[config.mk]
export PLATFORM = sky130hd
export DESIGN_NAME = prime_divisor_engine_flat
export DESIGN_NICKNAME = d
export VERILOG_FILES = /design/src/rtl/prime_divisor_engine_if.sv /design/src/rtl/prime_divisor_engine.sv /design/src/flat_wrapper.sv
export SDC_FILE = /design/constraint.sdc
export NUM_CORES = 1
export LEC_CHECK = 0
export ABC_AREA = 1
export BUFFER_PORTS_ARGS = -buffer_cell sky130_fd_sc_hd__clkbuf_2
export CORE_MARGIN = 2
export CORE_UTILIZATION = 60
export DETAILED_ROUTE_END_ITERATION = 10
export PLACE_DENSITY = 0.81
export SLEW_MARGIN = 30
export SYNTH_ARGS = -nofsm -noshare
export SYNTH_HDL_FRONTEND = slang
export SYNTH_SLANG_ARGS = --single-unit
[constraint.sdc]
create_clock -name clk -period 13.2 [get_ports clk]
set_input_delay 0 -clock clk [delete_from_list [all_inputs] [get_ports clk]]
set_output_delay 0 -clock clk [all_outputs]
set_load 0.05 [all_outputs]
[src/rtl/prime_divisor_engine_if.sv]
`default_nettype none
// +----------------------------------------------------------------------+
// | Module   : prime_divisor_engine_if                                   |
// | Purpose  : Input and output valid/ready handshake bundle for the     |
// |            prime_divisor_engine. The master side supplies values and |
// |            consumes results; the slave side is the engine.           |
// | Revision : 1.0  initial release                                      |
// +----------------------------------------------------------------------+
interface prime_divisor_engine_if #(
    parameter int WIDTH = 8
);
    logic             in_valid;
    logic             in_ready;
    logic [WIDTH-1:0] in_data;
    logic             out_valid;
    logic             out_ready;
    logic             out_prime;
    logic [4:0]       out_mul;

    modport master (
        output in_valid,
        input  in_ready,
        output in_data,
        input  out_valid,
        output out_ready,
        input  out_prime,
        input  out_mul
    );

    modport slave (
        input  in_valid,
        output in_ready,
        input  in_data,
        output out_valid,
        input  out_ready,
        output out_prime,
        output out_mul
    );
endinterface
`default_nettype wire

[src/rtl/prime_divisor_engine.sv]
`default_nettype none
// +----------------------------------------------------------------------+
// | Module   : prime_divisor_engine                                      |
// | Purpose  : Trial-division prime test of a WIDTH-bit unsigned value,  |
// |            one divisor per cycle, plus multiple-of flags for 2, 3,   |
// |            5, 7 and 11. Valid/ready handshakes on input and output.  |
// | Options  : PRIME_EARLY_EXIT_EN - finish right after divisor 11 when  |
// |            the value is already known to be composite.               |
// | Revision : 1.0  initial release                                      |
// +----------------------------------------------------------------------+
module prime_divisor_engine #(
    parameter int WIDTH = 8
) (
    input  wire logic              clk,
    input  wire logic              reset_n,
    prime_divisor_engine_if.slave  bus
);
    localparam int DW = WIDTH + 1;       // divisor width
    localparam int PW = 2 * WIDTH + 2;   // divisor-square width, never truncates

    typedef enum logic [1:0] {
        S_IDLE  = 2'd0,
        S_CHECK = 2'd1,
        S_DONE  = 2'd2
    } state_t;

    state_t           state_q;
    logic [WIDTH-1:0] n_q;
    logic [DW-1:0]    d_q;
    logic             composite_q;
    logic [4:0]       mul_acc_q;
    logic             out_valid_q;
    logic             out_prime_q;
    logic [4:0]       out_mul_q;

    logic [DW-1:0]    w_div;
    logic [DW-1:0]    w_rem;
    logic [DW-1:0]    w_d_next;
    logic [PW-1:0]    w_d_next_ext;
    logic [PW-1:0]    w_dd_next;
    logic             w_divides;
    logic             w_composite_d;
    logic [4:0]       w_hit;
    logic [4:0]       w_mul_acc_d;
    logic             w_last;

    // Divisor never reaches zero in CHECK; the guard only keeps the idle
    // modulo well defined.
    assign w_div     = (d_q == '0) ? DW'(1) : d_q;
    assign w_rem     = DW'(n_q) % w_div;
    assign w_divides = (w_rem == '0);

    // A divisor equal to n itself does not make n composite.
    assign w_composite_d = composite_q | (w_divides && (d_q < DW'(n_q)));

    // Tracked small divisors; n = 0 is a multiple of nothing here.
    assign w_hit[0] = (d_q == DW'(2));
    assign w_hit[1] = (d_q == DW'(3));
    assign w_hit[2] = (d_q == DW'(5));
    assign w_hit[3] = (d_q == DW'(7));
    assign w_hit[4] = (d_q == DW'(11));
    assign w_mul_acc_d = mul_acc_q |
                         ((w_divides && (n_q != '0)) ? w_hit : 5'b00000);

    // d is the last divisor L = max(11, isqrt(n)) exactly when d >= 11 and
    // (d+1)^2 already exceeds n.
    assign w_d_next     = d_q + DW'(1);
    assign w_d_next_ext = PW'(w_d_next);
    assign w_dd_next    = w_d_next_ext * w_d_next_ext;

`ifdef PRIME_EARLY_EXIT_EN
    assign w_last = ((d_q >= DW'(11)) && (w_dd_next > PW'(n_q))) ||
                    ((d_q == DW'(11)) && w_composite_d);
`else
    assign w_last = (d_q >= DW'(11)) && (w_dd_next > PW'(n_q));
`endif

    // Control FSM: accept, scan divisors, then present and hold the result.
    always_ff @(posedge clk or negedge reset_n) begin
        if (!reset_n) begin
            state_q     <= S_IDLE;
            n_q         <= '0;
            d_q         <= '0;
            composite_q <= 1'b0;
            mul_acc_q   <= 5'b00000;
            out_valid_q <= 1'b0;
            out_prime_q <= 1'b0;
            out_mul_q   <= 5'b00000;
        end else begin
            case (state_q)
                S_IDLE: begin
                    if (bus.in_valid) begin
                        n_q         <= bus.in_data;
                        d_q         <= DW'(2);
                        composite_q <= 1'b0;
                        mul_acc_q   <= 5'b00000;
                        state_q     <= S_CHECK;
                    end
                end
                S_CHECK: begin
                    composite_q <= w_composite_d;
                    mul_acc_q   <= w_mul_acc_d;
                    if (w_last) begin
                        state_q <= S_DONE;
                    end else begin
                        d_q <= w_d_next;
                    end
                end
                S_DONE: begin
                    // First DONE cycle registers the verdict; afterwards the
                    // result is held until the consumer takes it.
                    if (!out_valid_q) begin
                        out_prime_q <= (n_q >= WIDTH'(2)) & ~composite_q;
                        out_mul_q   <= mul_acc_q;
                        out_valid_q <= 1'b1;
                    end else if (bus.out_ready) begin
                        out_valid_q <= 1'b0;
                        state_q     <= S_IDLE;
                    end
                end
                default: begin
                    state_q <= S_IDLE;
                end
            endcase
        end
    end

    assign bus.in_ready  = (state_q == S_IDLE);
    assign bus.out_valid = out_valid_q;
    assign bus.out_prime = out_prime_q;
    assign bus.out_mul   = out_mul_q;

endmodule
`default_nettype wire

[src/flat_wrapper.sv]
// flat-port wrapper written by rule: the top's interface ports become plain ports
module prime_divisor_engine_flat 
#(
    parameter int WIDTH = 8
)
  (clk, reset_n, bus_in_valid, bus_in_ready, bus_in_data, bus_out_valid, bus_out_ready, bus_out_prime, bus_out_mul);
  prime_divisor_engine_if #(.WIDTH(WIDTH)) bus_i ();
  input  wire logic clk;
  input  wire logic reset_n;
  input wire logic [$bits(bus_i.in_valid)-1:0] bus_in_valid;
  output wire logic [$bits(bus_i.in_ready)-1:0] bus_in_ready;
  input wire logic [$bits(bus_i.in_data)-1:0] bus_in_data;
  output wire logic [$bits(bus_i.out_valid)-1:0] bus_out_valid;
  input wire logic [$bits(bus_i.out_ready)-1:0] bus_out_ready;
  output wire logic [$bits(bus_i.out_prime)-1:0] bus_out_prime;
  output wire logic [$bits(bus_i.out_mul)-1:0] bus_out_mul;
  assign bus_i.in_valid = bus_in_valid;
  assign bus_in_ready = bus_i.in_ready;
  assign bus_i.in_data = bus_in_data;
  assign bus_out_valid = bus_i.out_valid;
  assign bus_i.out_ready = bus_out_ready;
  assign bus_out_prime = bus_i.out_prime;
  assign bus_out_mul = bus_i.out_mul;
  prime_divisor_engine #(.WIDTH(WIDTH)) u_core (.clk(clk), .reset_n(reset_n), .bus(bus_i));
endmodule
======== Yosys cells after proc, flatten, opt, wreduce, memory -nomap -nowiden ========
Index checks and enable logic that the tools add are counted.
storage, ports and cells
  register bits after elaboration ......... 32
  input bits .............................. 12
  output and inout bits ................... 8
  word-level logic and storage cells ...... 61
cells by class
  add/sub/neg operators ................... 1
  multipliers ............................. 1
  divide/modulo/power cells ............... 1
  magnitude comparators ................... 4
  equal/unequal tests ..................... 12
  multiplexer cells ....................... 16
  bitwise logic cells ..................... 5
  reductions and logical operators ........ 13
operators by type and width
  kind                                                 count
  2-to-1 mux 9 bit                                     3
  equality test 9 x 2 -> 1 bit, second input constant  2
  equality test 9 x 3 -> 1 bit, second input constant  2
  > comparator 18 x 8 -> 1 bit                         1
  logical NOT 9 bit                                    2
  multiplier 9 x 9 -> 18 bit                           1
  case mux 9 bit (2 select lines)                      1
  2-to-1 mux 5 bit                                     2
  case mux 5 bit (2 select lines)                      1
  adder 9 x 1 -> 9 bit, second input constant          1
  equality test 9 x 4 -> 1 bit, second input constant  1
  >= comparator 9 x 4 -> 1 bit, second input constant  1
  < comparator 9 x 8 -> 1 bit                          1
  modulo 8 x 9 -> 9 bit                                1
  >= comparator 8 x 2 -> 1 bit, second input constant  1
  2-to-1 mux 2 bit                                     4
  nonzero test 8 bit                                   1
  != test 2 bit, second input constant                 3
  case mux 2 bit (3 select lines)                      1
  AND reduction 2 bit                                  3
  OR 5 bit                                             1
  != test 2 x 1 -> 1 bit, second input constant        2
  AND reduction 4 bit                                  1
  logical AND 1 bit                                    3
  10 further kinds                                     13

======== Longest topological paths before layout ========
  word-level depth ........................ 8
  mapped depth ............................ 85
  gate-level depth less buffers ........... 84

======== Worst setup path before layout ========
OpenSTA, ideal clock, no wires.
  kind .................................... flip-flop to flip-flop
  start ................................... register u_core.d_q[0]
  end ..................................... register u_core.mul_acc_q[2]
  setup time .............................. 78 ps
  arrival ................................. 9986 ps
  required time ........................... 13122 ps
  setup slack ............................. 3136 ps
  stages on the path, launching flop included .. 82
  path buffers ............................ 1
  period minus slack after synthesis ...... 10064 ps
  cell sequence ........................... dfrtp_1 -> clkbuf_1 -> inv_1 -> ha_1 -> nor3b_1 -> nor2_1 -> ha_1 -> nor2_1 -> o21bai_1 -> nand2_1 -> nand2_1 -> nand2_1 -> inv_1 -> ha_1 -> nand2_1 -> inv_1 -> nand2_1 -> nor2_1 -> (+46 left out) -> nand4_1 -> inv_2 -> nand3_1 -> nand2_1 -> inv_1 -> ha_1 -> a21oi_1 -> and2_1 -> inv_1 -> a21oi_1 -> nand2_1 -> xor2_1 -> nand4_1 -> a21oi_1 -> nand3_1 -> nand2_1 -> nand3_1 -> a21oi_1
on the way
  word-level cells in the longest chain between the ends .. 8
  elaborated cells on any way between the ends .. 9
  those cells by class .................... div (1); eq/ne (1); mux (3); bitwise (1); reduce/logical (3)
RTL lines
  item                               RTL line                     text
  start, declared                    prime_divisor_engine.sv:29   logic [DW-1:0] d_q;
  start signal, assigned             prime_divisor_engine.sv:106  d_q <= w_d_next;
  logical NOT 9 bit                  prime_divisor_engine.sv:49   assign w_div = (d_q == '0) ? DW'(1) : d_q;
  2-to-1 mux 9 bit                   prime_divisor_engine.sv:49
  modulo 8 x 9 -> 9 bit              prime_divisor_engine.sv:50   assign w_rem = DW'(n_q) % w_div;
  logical NOT 9 bit                  prime_divisor_engine.sv:51   assign w_divides = (w_rem == '0);
  logical AND 1 bit                  prime_divisor_engine.sv:63   ((w_divides && (n_q != '0)) ? w_hit : 5'b00000);
  2-to-1 mux 5 bit *                 prime_divisor_engine.sv:63
  OR 5 bit *                         prime_divisor_engine.sv:62   assign w_mul_acc_d = mul_acc_q |
  case mux 5 bit (2 select lines) *  prime_divisor_engine.sv:90   case (state_q)
  end signal, assigned               prime_divisor_engine.sv:102  mul_acc_q <= w_mul_acc_d;
  end, declared                      prime_divisor_engine.sv:31   logic [4:0] mul_acc_q;
Mark *: on every way between the ends. The rest lies on a longest branch, timed or not.
A chain may end at the register's enable or synchronous reset.

======== Final worst setup path ========
  start ................................... register u_core.d_q[2]
  end ..................................... register u_core.mul_acc_q[0]
Same word-level chain as after synthesis.

==> flow_summary.ini <==
[status]
run_status = finished clean

[sta]
setup_viol = 0
rsz0062_at_grt = no
hold_slack_ns = 0.0277
fmax_ghz = 0.0832
fin_crit_sh_pct = 91.0
tightest_slew_ns = 0.798
period_needed_ns = 12.01
timing.setup.tns_ns = 0
relSlewSlack_pct = 46.8
hold_viol = 0
setup_ws_ns = 1.19
maxSlewViolCount = 0
timing.clock.skew_ns = 0.00698

[critical_path]
cp_common_cell = nand2_1
cp-startpoint = u_core.d_q[2]
cp_slowest_cell = dfrtp_1
crit_path_end_kind = flop
arrival_ns = 12.22
r2r-start = u_core.d_q[2]
start_kind = flop
rr_worst_depth = 79
crit_type = reg2reg
rr_endpoint = u_core.mul_acc_q[0]
cpPeakStageDelay_ns = 0.55
worstPathRequired_ns = 13.40
rrSetupSlack_ns = 1.19
cp_max_fo = 10
endpoint = u_core.mul_acc_q[0]

[drt]
viasPerCell = 5.68
drc = 0
wl_mm = 15.9
first_iter_violations = 467
drt-pass1-iter-count = 8
num_vias = 6314
drtAntennaViolNets = 0
wire_per_inst_um = 14.3

[floorplan]
chipWidth_um = 108
start_util_pct = 62.2
die-area_sq_um = 11600
core_area_sq_um = 10400
rows = 37
die_h_um = 108
pin_count = 20

[hold_path]
whs_path_depth = 4
hp-class = in2reg

[placed_design]
hpwl_mm = 12.9
preCtsSetupSlack_ns = 1.50
gp_congestion = 1.02
place_area_sq_um = 6670
io_buffers = 19

[global_route]
grt_pass1_wl_mm = 27.2
grt_antenna_before_repair = 0
grt_usage_pct = 28.6
grt_max_degree = 33
overflow = 0
grt_pass1_vias = 5981

[yosys]
ys_seq_area_share_pct = 12.4
syn_nets = 1094
syn_inst = 951
synth_area_sq_um = 6450
ys_top_cells_by_count = nand2_1, inv_1, nor2_1, ha_1, nand3_1
synth_cell_type_count = 47
synth.avg_cell_area_sq_um = 6.78
ys.flop_type = dfrtp_1
async_flop_share_pct = 100
synth_seq_cells = 32
ys_warn_count = 0
synth_top_cell_area_share_pct = 18.6
synth_top_area_cell = ha_1
yosysMostFrequentCell = nand2_1
synth_edf_count = 0
yosys-top-cells-area = ha_1, dfrtp_1, nand2_1, fa_1, inv_1

[clocking]
clk_latency_ns = 0.29
htreeDepth = 2
cts.sinks = 32
cts_inserted_buffers = 5
clkSlewWorstSetupHoldPaths_ns = 0.07
cts_tree = yes
clockBufferDepth = 2
cts-root-buf = clkbuf_8
cts_setup_buffers = 0

[flow_run]
drv_cap = 0

[layout]
multi_input_area_sq_um = 5000
fill_cells = 952
area_growth_pct = 6.19
final_nets = 1117
fin_area_sq_um = 6850
regArea_sq_um = 802
diodes = 0
drive_gt1_share_pct = 7.90
[sequential cells by signal, indices dropped and copies added, names as in the netlist]
signal                flops
u_core.mul_acc_q          5
u_core.state_q            2
u_core.n_q                8
u_core.bus.out_prime      1
u_core.bus.out_mul        5
u_core.bus.out_valid      1
u_core.composite_q        1
u_core.d_q                9
[worst max-delay path: cells and delay by family (launching register included)]
| family | cells | cell delay [ns] |
|---|---|---|
| xor gates and xnor gates | 1 | 0.15 |
| buffers and inverters | 12 | 1.31 |
| AOI/OAI and AO/OA | 8 | 1.27 |
| and+or+nand+nor | 50 | 6.05 |
| DFF | 1 | 0.55 |
| adders and majority gates | 8 | 2.57 |
[repair_timing]
action                                 CTS  global route
endpoints found under the hold margin   40             0
resized for setup                        0             3
hold buffers                             9             0
setup endpoints to repair                0             6
[layout make-up]
class,count,share of cell area [%]
clock inverters,3,0.274
clock buffers,5,1.00
multi-input cells,749,73.0
inverters,155,8.55
repair buffers,31,3.03
flip-flops and latches,32,11.7
well taps,136,2.48
[through the flow]
step | cells | util, %
CTS | 1111 | 66.0
detailed placement | 1094 | 64.3
global placement | 1094 | 64.3
floorplan | 951 | -
finish | 1111 | 66.1
global route | 1111 | 66.1
[layout by cell type (no fill, tap or decap), types with 15 or more instances in the layout]
cell type,n
ha_1,96
nor2_1,105
fa_1,35
o21ai_1,15
clkbuf_2,19
a21oi_1,43
xor2_1,27
nand3_1,84
inv_1,140
nand2_1,202
o21ai_0,30
dfrtp_1,31
[worst min path at each step]
| stage | startpoint | end | slack [ns] |
|---|---|---|---|
| floorplan | reset_n | u_core.bus.out_mul[0] | -0.30 |
| global placement | reset_n | u_core.state_q[0] | 0.12 |
| detailed placement | reset_n | u_core.d_q[1] | 0.12 |
| CTS | bus_out_ready | u_core.state_q[1] | 0.03 |
| global route | bus_out_ready | u_core.state_q[1] | 0.04 |
| finish | bus_out_ready | u_core.state_q[1] | 0.03 |
[per-layer routing]
metal	up-vias	part of all wire [%]	wire, um	GRT usage (%)
li1	3118	-	-	-
met1	2896	43	6910	38.5
met2	260	47	7550	48.6
met3	40	7.5	1190	3.51
met4	0	1.8	282	7.60
met5	-	0	0	0
[kinds of logic (layout without fill, tap and decap cells)]
| logic type | Yosys count | in the layout | synth area share, % |
|---|---|---|---|
| simple gates | 466 | 466 | 32.4 |
| buf+inv | 170 | 194 | 10.2 |
| fa+ha+maj | 131 | 131 | 29.5 |
| compound gates | 113 | 113 | 9.75 |
| xor+xnor | 38 | 38 | 5.74 |
| flops | 32 | 32 | 12.4 |
| other cells | 1 | 1 | 0.0581 |
Power is left out: the tool's default activity adds up to more than one toggle a clock period on the data nets, which glitch-free logic cannot reach.
